==> src/rtl/alu_seg_pipe.sv <==
`default_nettype none
// ============================================================================
//  Module   : alu_seg_pipe
//  Brief    : Registered W-bit ALU (8 opcodes, carry/zero flags) behind
//             valid/ready handshakes, with an NDIG-digit active-low hex
//             7-segment display of the registered result.
//             Optional macro ALU_SAT_EN: ADD saturates to all-ones on carry,
//             SUB saturates to zero on borrow (carry flag still reports it).
//  Revision : 1.0  initial release
// ============================================================================
module alu_seg_pipe #(
    parameter int W    = 8,
    parameter int NDIG = 2
) (
    input  logic              clk,
    input  logic              rst_n,
    input  logic              in_valid,
    output logic              in_ready,
    input  logic [2:0]        opcode,
    input  logic [W-1:0]      a,
    input  logic [W-1:0]      b,
    output logic              out_valid,
    input  logic              out_ready,
    output logic [W-1:0]      result,
    output logic              carry,
    output logic              zero,
    output logic [7*NDIG-1:0] hex
);

    localparam logic [6:0]        c_SEG_ZERO  = 7'b1000000;
    localparam logic [6:0]        c_SEG_BLANK = 7'b1111111;
    localparam logic [7*NDIG-1:0] c_HEX_RST   = {NDIG{c_SEG_ZERO}};

    typedef enum logic [1:0] {
        ST_IDLE = 2'd0,
        ST_EXEC = 2'd1,
        ST_HOLD = 2'd2
    } state_t;

    state_t             r_state_q, w_state_d;
    logic [2:0]         r_op_q, w_op_d;
    logic [W-1:0]       r_a_q, w_a_d;
    logic [W-1:0]       r_b_q, w_b_d;
    logic [W-1:0]       r_result_q, w_result_d;
    logic               r_carry_q, w_carry_d;
    logic               r_zero_q, w_zero_d;
    logic [7*NDIG-1:0]  r_hex_q, w_hex_d;

    logic [W:0]         w_sum;
    logic [W:0]         w_diff;
    logic [W-1:0]       w_alu_res;
    logic               w_alu_carry;
    logic [7*NDIG-1:0]  w_alu_hex;

    // Active-low {g..a} glyph for one hex nibble
    function automatic logic [6:0] f_glyph(input logic [3:0] nib);
        logic [6:0] seg;
        case (nib)
            4'h0: seg = 7'b1000000;
            4'h1: seg = 7'b1111001;
            4'h2: seg = 7'b0100100;
            4'h3: seg = 7'b0110000;
            4'h4: seg = 7'b0011001;
            4'h5: seg = 7'b0010010;
            4'h6: seg = 7'b0000010;
            4'h7: seg = 7'b1111000;
            4'h8: seg = 7'b0000000;
            4'h9: seg = 7'b0010000;
            4'hA: seg = 7'b0001000;
            4'hB: seg = 7'b0000011;
            4'hC: seg = 7'b1000110;
            4'hD: seg = 7'b0100001;
            4'hE: seg = 7'b0000110;
            default: seg = 7'b0001110;
        endcase
        return seg;
    endfunction

    assign w_sum  = {1'b0, r_a_q} + {1'b0, r_b_q};
    // MSB of the widened difference is the borrow (set iff a < b)
    assign w_diff = {1'b0, r_a_q} - {1'b0, r_b_q};

    // ALU datapath on the captured operands
    always_comb begin
        w_alu_res   = '0;
        w_alu_carry = 1'b0;
        case (r_op_q)
            3'b000: w_alu_res = ~r_a_q;
            3'b001: w_alu_res = r_a_q & r_b_q;
            3'b010: w_alu_res = r_a_q | r_b_q;
            3'b011: begin
                w_alu_res   = w_sum[W-1:0];
                w_alu_carry = w_sum[W];
`ifdef ALU_SAT_EN
                if (w_sum[W]) w_alu_res = '1;
`endif
            end
            3'b100: w_alu_res = r_a_q ^ r_b_q;
            3'b101: begin
                w_alu_res   = w_diff[W-1:0];
                w_alu_carry = w_diff[W];
`ifdef ALU_SAT_EN
                if (w_diff[W]) w_alu_res = '0;
`endif
            end
            3'b110: w_alu_res = {r_a_q[W-2:0], 1'b0};
            default: w_alu_res = {1'b0, r_a_q[W-1:1]};
        endcase
    end

    // Digits covering the result show its nibbles; any extra digits are blank
    generate
        for (genvar k = 0; k < NDIG; k++) begin : g_dig
            if (k < W/4) begin : g_val
                assign w_alu_hex[7*k +: 7] = f_glyph(w_alu_res[4*k +: 4]);
            end else begin : g_blank
                assign w_alu_hex[7*k +: 7] = c_SEG_BLANK;
            end
        end
    endgenerate

    // Next-state: capture in IDLE, register results in EXEC, wait in HOLD
    always_comb begin
        w_state_d  = r_state_q;
        w_op_d     = r_op_q;
        w_a_d      = r_a_q;
        w_b_d      = r_b_q;
        w_result_d = r_result_q;
        w_carry_d  = r_carry_q;
        w_zero_d   = r_zero_q;
        w_hex_d    = r_hex_q;
        case (r_state_q)
            ST_IDLE: begin
                if (in_valid) begin
                    w_op_d    = opcode;
                    w_a_d     = a;
                    w_b_d     = b;
                    w_state_d = ST_EXEC;
                end
            end
            ST_EXEC: begin
                w_result_d = w_alu_res;
                w_carry_d  = w_alu_carry;
                w_zero_d   = (w_alu_res == '0);
                w_hex_d    = w_alu_hex;
                w_state_d  = ST_HOLD;
            end
            ST_HOLD: begin
                if (out_ready) w_state_d = ST_IDLE;
            end
            default: w_state_d = ST_IDLE;
        endcase
    end

    // State, operand and result registers; reset discards any op in flight
    always_ff @(posedge clk or negedge rst_n) begin
        if (!rst_n) begin
            r_state_q  <= ST_IDLE;
            r_op_q     <= 3'b000;
            r_a_q      <= '0;
            r_b_q      <= '0;
            r_result_q <= '0;
            r_carry_q  <= 1'b0;
            r_zero_q   <= 1'b0;
            r_hex_q    <= c_HEX_RST;
        end else begin
            r_state_q  <= w_state_d;
            r_op_q     <= w_op_d;
            r_a_q      <= w_a_d;
            r_b_q      <= w_b_d;
            r_result_q <= w_result_d;
            r_carry_q  <= w_carry_d;
            r_zero_q   <= w_zero_d;
            r_hex_q    <= w_hex_d;
        end
    end

    assign in_ready  = (r_state_q == ST_IDLE);
    assign out_valid = (r_state_q == ST_HOLD);
    assign result    = r_result_q;
    assign carry     = r_carry_q;
    assign zero      = r_zero_q;
    assign hex       = r_hex_q;

endmodule
`default_nettype wire

==> config.mk <==
export PLATFORM = sky130hd
export DESIGN_NAME = alu_seg_pipe
export DESIGN_NICKNAME = d
export VERILOG_FILES = /design/src/rtl/alu_seg_pipe.sv
export SDC_FILE = /design/constraint.sdc
export NUM_CORES = 1
export LEC_CHECK = 0
export CELL_PAD_IN_SITES_DETAIL_PLACEMENT = 0
export CELL_PAD_IN_SITES_GLOBAL_PLACEMENT = 1
export CORE_UTILIZATION = 42
export CTS_CLUSTER_SIZE = 20
export DETAILED_ROUTE_END_ITERATION = 8
export HOLD_SLACK_MARGIN = 0.08
export PLACE_DENSITY_LB_ADDON = 0.1
export SYNTH_ARGS = -nofsm -noshare
export SYNTH_HDL_FRONTEND = slang
export SYNTH_SLANG_ARGS = --single-unit
export TNS_END_PERCENT = 50
==> constraint.sdc <==
create_clock -name clk -period 3.4 [get_ports clk]
set_input_delay 0.85 -clock clk [delete_from_list [all_inputs] [get_ports clk]]
set_output_delay 0.85 -clock clk [all_outputs]
set_load 0.1 [all_outputs]
# Word-level counts from Yosys, hierarchy flattened
# Memory sizes are Yosys's and may differ from the RTL's. A register that Yosys moved wholly into a read port is not among the register bits.
# Index checks and enable logic that the tools add are counted.
# totals
register_bits	31
latch_bits	0
ramBits	0
mem_bits_ro	224
out_inout_bits	26
n_memories	2
# mem_list
memory	depth	word_bits	read_ports	rd_ports_with_merged_regs	wr	line_no	source
(name not given)	16	7	1	1	0	58	case (nib)
(name not given)	16	7	1	1	0	58	
# op_classes
n_addsub	2
n_mul	0
div_mod_pow	0
magnitude_cmp	0
eq_ne	10
shifts	0
n_mux	5
n_bitwise	4
n_reduce_logical	7
# ops
operator	n
case mux 8 bit (7 select lines)	1
adder 8 x 8 -> 9 bit	1
== test 3 bit (second input constant)	3
subtractor 8 x 8 -> 9 bit	1
AND 8 bit	1
logical NOT 8 bit	1
inverter 8 bit	1
bitwise OR 8 bit	1
XOR 8 bit	1
== test 3 x 2 -> 1 bit (second input constant)	2
case mux 2 bit (3 select lines)	1
2-to-1 mux 2 bit	2
AND reduction 2 bit	2
== test 3 x 1 -> 1 bit (second input constant)	1
logical NOT 3 bit	1
== test 2 x 1 -> 1 bit (second input constant)	1
== test 2 bit (second input constant)	1
logical NOT 1 bit	2
logical NOT 2 bit	1
!= test 2 x 1 -> 1 bit (second input constant)	1
!= test 2 bit (second input constant)	1
case mux 1 bit (2 select lines)	1

# Depth between registers and ports, before layout
# logic_depth
ltp_word	3
depth_mapped	15
ltp_nobuf	15

# Worst setup path before layout
# Ideal clock, no wire load.
# synth_path
path_kind	reg2reg
start	register r_a_q[0]
end	register r_hex_q[13], in the netlist hex[13]
t_arrival_ps	3048
t_required_ps	3320
slack_ps	272
path_stages_with_launch	14
path_buffers	0
cell_sequence	dfrtp_1 -> inv_1 -> ha_1 -> fa_1 -> o21bai_1 -> a21oi_1 -> a22o_1 -> a222oi_1 -> o21ai_0 -> o21ai_0 -> inv_1 -> ha_1 -> or4_1 -> o2111a_1
# synth_between
elab_chain_len	2
# synth_rtl
item	line_no	source
start: declaration	42	logic [W-1:0] r_a_q, w_a_d;
start signal: assignment	169	r_a_q <= w_a_d;
subtractor 8 x 8 -> 9 bit or adder 8 x 8 -> 9 bit (tied branches)	81, 79	
case mux 8 bit (7 select lines) *	87	case (r_op_q)
net w_alu_res[4]	51	logic [W-1:0] w_alu_res;
end: declaration	47	logic [7*NDIG-1:0] r_hex_q, w_hex_d;
# The timed path passes the listed nets; every way through them passes the cells marked *.
# A chain may end at the register's enable or synchronous reset.

# Worst setup path in the final report
# Ends and elaborated chain as after synthesis.

==> flow_metrics.py <==
metrics = {
    "critical_path": {
        "startpoint": "r_a_q[0]",
        "rr_worst_depth": 13,
        "timing.rr.end": "hex[13]",
        "required_ps": 3630,
        "endpoint_kind": "flop",
        "cp-start-kind": "flop",
        "timing.rr.start": "r_a_q[0]",
        "crit_end": "hex[13]",
        "cp.arrival_ps": 3460,
        "cp_max_fo": 5,
        "path_class": "flop to flop",
        "regToRegSetupSlack_ps": 180,
    },
    "hold_path": {
        "hold_path.class": "flop to flop",
    },
    "sta": {
        "max_freq_ghz": 0.310,
        "maxSlewHeadroom": 0.326,
        "finalHoldViolCount": 0,
        "finalSetupTns_ps": 0,
        "finClkSkew_ps": 14.1,
        "setup_viol": 0,
        "period_needed_ps": 3220,
        "worst_pin_slew_ps": 1010,
        "drv_slew": 0,
        "rsz0062_at_grt": "no",
        "post-route-period-util": 0.948,
        "hold_ws_ps": 464,
    },
    "cells_and_area": {
        "final_common_cell": "nand2_1",
        "drive_above_1_share": 0.158,
        "mostFrequentLayoutCells": "nand2_1 (58), dfrtp_1 (42), o21ai_0 (38)",
        "synthToLayoutAreaGrowth_pct": 15.8,
        "antenna_cells": 0,
        "layoutNonFillerInstCount": 554,
        "nFillCells": 822,
        "layout.nets": 509,
    },
    "clock_network": {
        "cts_buffers": 5,
        "cts_sinks": 45,
        "clock-root-buffer": "clkbuf_8",
        "cts_tree": "built",
        "cts_hold_buf": 0,
        "htreeDepth": 2,
        "worstSkewPairLatency_ps": 310,
        "clk_pin_slew_ps": 100,
        "clockBufferDepth": 2,
    },
    "global_routing": {
        "grt_pass1_wl_mm": 14.7,
        "grt_overflow": 0,
        "antenna_found_initial": 0,
        "grt_use_total": 0.210,
        "grt_pass1_vias": 2928,
        "grt_max_degree": 46,
    },
    "logic_synthesis": {
        "yosysWarnings": 0,
        "synth_xor_area_frac": 0.00492,
        "synth_top_family_by_area": "compound AO/OA/AOI/OAI gates",
        "synth_edf_count": 0,
        "yosys.area_share.adder": 0.138,
        "syn_nets": 466,
        "ys_ff_latch": 45,
        "syn_inst": 405,
        "synth_mux_area_frac": 0.0703,
        "synth_cell_types": 71,
        "synthFlopType": "dfrtp_1",
        "syn-cell-area_mm2": 0.00356,
        "synth_seq_area_share": 0.317,
        "synthSimpleGateAreaFrac": 0.165,
        "avgSynthCellArea_um2": 8.78,
        "async_flop_share": 1.00,
        "synth_compound_area_frac": 0.227,
    },
    "route": {
        "viasPerCell": 5.49,
        "firstDrtPassIters": 5,
        "drc": 0,
        "antenna_left": 0,
        "drtIter0Drc": 160,
        "wl_per_cell_um": 15.3,
        "vias": 3043,
        "routed_wl_mm": 8.48,
    },
    "floorplan": {
        "fp.dieH_um": 94.0,
        "die_area_mm2": 0.00884,
        "placeableCoreArea_mm2": 0.00822,
        "pin_count": 49,
        "die_w_um": 94.0,
        "placement_rows": 33,
        "start_util": 0.433,
    },
    "placement": {
        "portBuffers": 48,
        "dp_hpwl_mm": 6.36,
        "place_inst": 546,
        "place_congestion": 0.861,
    },
    "status": {
        "outcome": "finished, final reports clean",
    },
    "run": {
        "maxCapViolCount": 0,
    },
}
-- worst min-delay path by stage --
stage	cells after the start	end	start
floorplan	0	carry	rst_n
global placement	2	hex[6]	hex[6]
detailed placement	2	hex[6]	hex[6]
CTS	2	hex[6]	hex[6]
global route	2	hex[6]	hex[6]
finish	2	hex[6]	hex[6]
-- through the flow --
stage	util	cell area [um^2]	setup WS [ps]
final	0.501	4120	177
after global routing	0.501	4120	15.8
after global placement	0.491	4030	273
after detailed placement	0.491	4030	206
after floorplan	-	3560	272
after CTS	0.501	4110	179
-- what timing repair did --
action                                  CTS  global route
gates resized for setup                   0             3
buffers inserted                          0             0
endpoints found under the setup margin    0             1
-- flip-flops by register name (all words and copies together), names as in the netlist --
| register | count |
|---|---|
| hex | 14 |
| r_op_q | 3 |
| r_state_q | 2 |
| r_b_q | 8 |
| result | 8 |
| r_a_q | 8 |
| carry | 1 |
| zero | 1 |
-- layout make-up --
| class | instances | area, um^2 | share of cell area |
|---|---|---|---|
| clock buffers | 6 | 72.6 | 0.0176 |
| repair buffers | 57 | 478 | 0.116 |
| inverters | 37 | 141 | 0.0343 |
| clock inverters | 2 | 10.0 | 0.00243 |
| flip-flops and latches | 45 | 1130 | 0.274 |
| well taps | 105 | 131 | 0.0319 |
| multi-input cells | 302 | 2150 | 0.523 |
-- critical path, cell delays in order (launching register included) --
cell	delay, ps
dfrtp_1	360
inv_1	90
ha_1	240
fa_1	420
o21bai_1	180
a21oi_1	110
a22o_1	230
a222oi_1	240
o21ai_0	130
o21ai_1	150
inv_1	110
ha_1	230
or4_1	520
o2111a_1	130
-- routing by layer --
| metal | part of all wire | vias to the layer above | GRT usage | wire [um] |
|---|---|---|---|---|
| met5 | 0 | - | 0 | 0 |
| met4 | 0.013 | 0 | 0.0513 | 114 |
| met3 | 0.041 | 10 | 0.0275 | 346 |
| met2 | 0.45 | 83 | 0.343 | 3840 |
| met1 | 0.49 | 1435 | 0.292 | 4180 |
| li1 | - | 1515 | - | - |
-- cells in the mapped netlist (3+ instances only) --
master,n,area share
nand2_1,58,0.061
dfrtp_1,43,0.30
o21ai_0,39,0.055
ha_1,36,0.13
inv_1,35,0.037
nor2_1,24,0.025
a21oi_1,17,0.024
clkbuf_1,9,0.0095
nor3_1,9,0.013
mux2i_1,7,0.020
mux4_2,6,0.038
a221oi_1,5,0.012
and2_1,5,0.0088
buf_2,5,0.0070
nand3_1,5,0.0070
o21ai_1,5,0.0070
a21o_1,4,0.0084
mux2_2,4,0.013
o21bai_1,4,0.0084
o221ai_1,4,0.0098
a211o_1,3,0.0074
a211oi_1,3,0.0063
and3_1,3,0.0053
buf_4,3,0.0063
buf_6,3,0.0095
nand2b_1,3,0.0053
nor2b_1,3,0.0053
o21a_1,3,0.0063
o22ai_1,3,0.0053
-- cells by family after synthesis --
logic type | after synthesis
buffers and inverters | 58
adder cells (fa/ha/maj) | 38
multiplexers | 17
flip-flops | 45
AND/OR/NAND/NOR | 125
AO/OA/AOI/OAI | 120
XOR/XNOR | 2
Power is left out: the tool's default activity adds up to more than one toggle a clock period on the data nets, which glitch-free logic cannot reach.
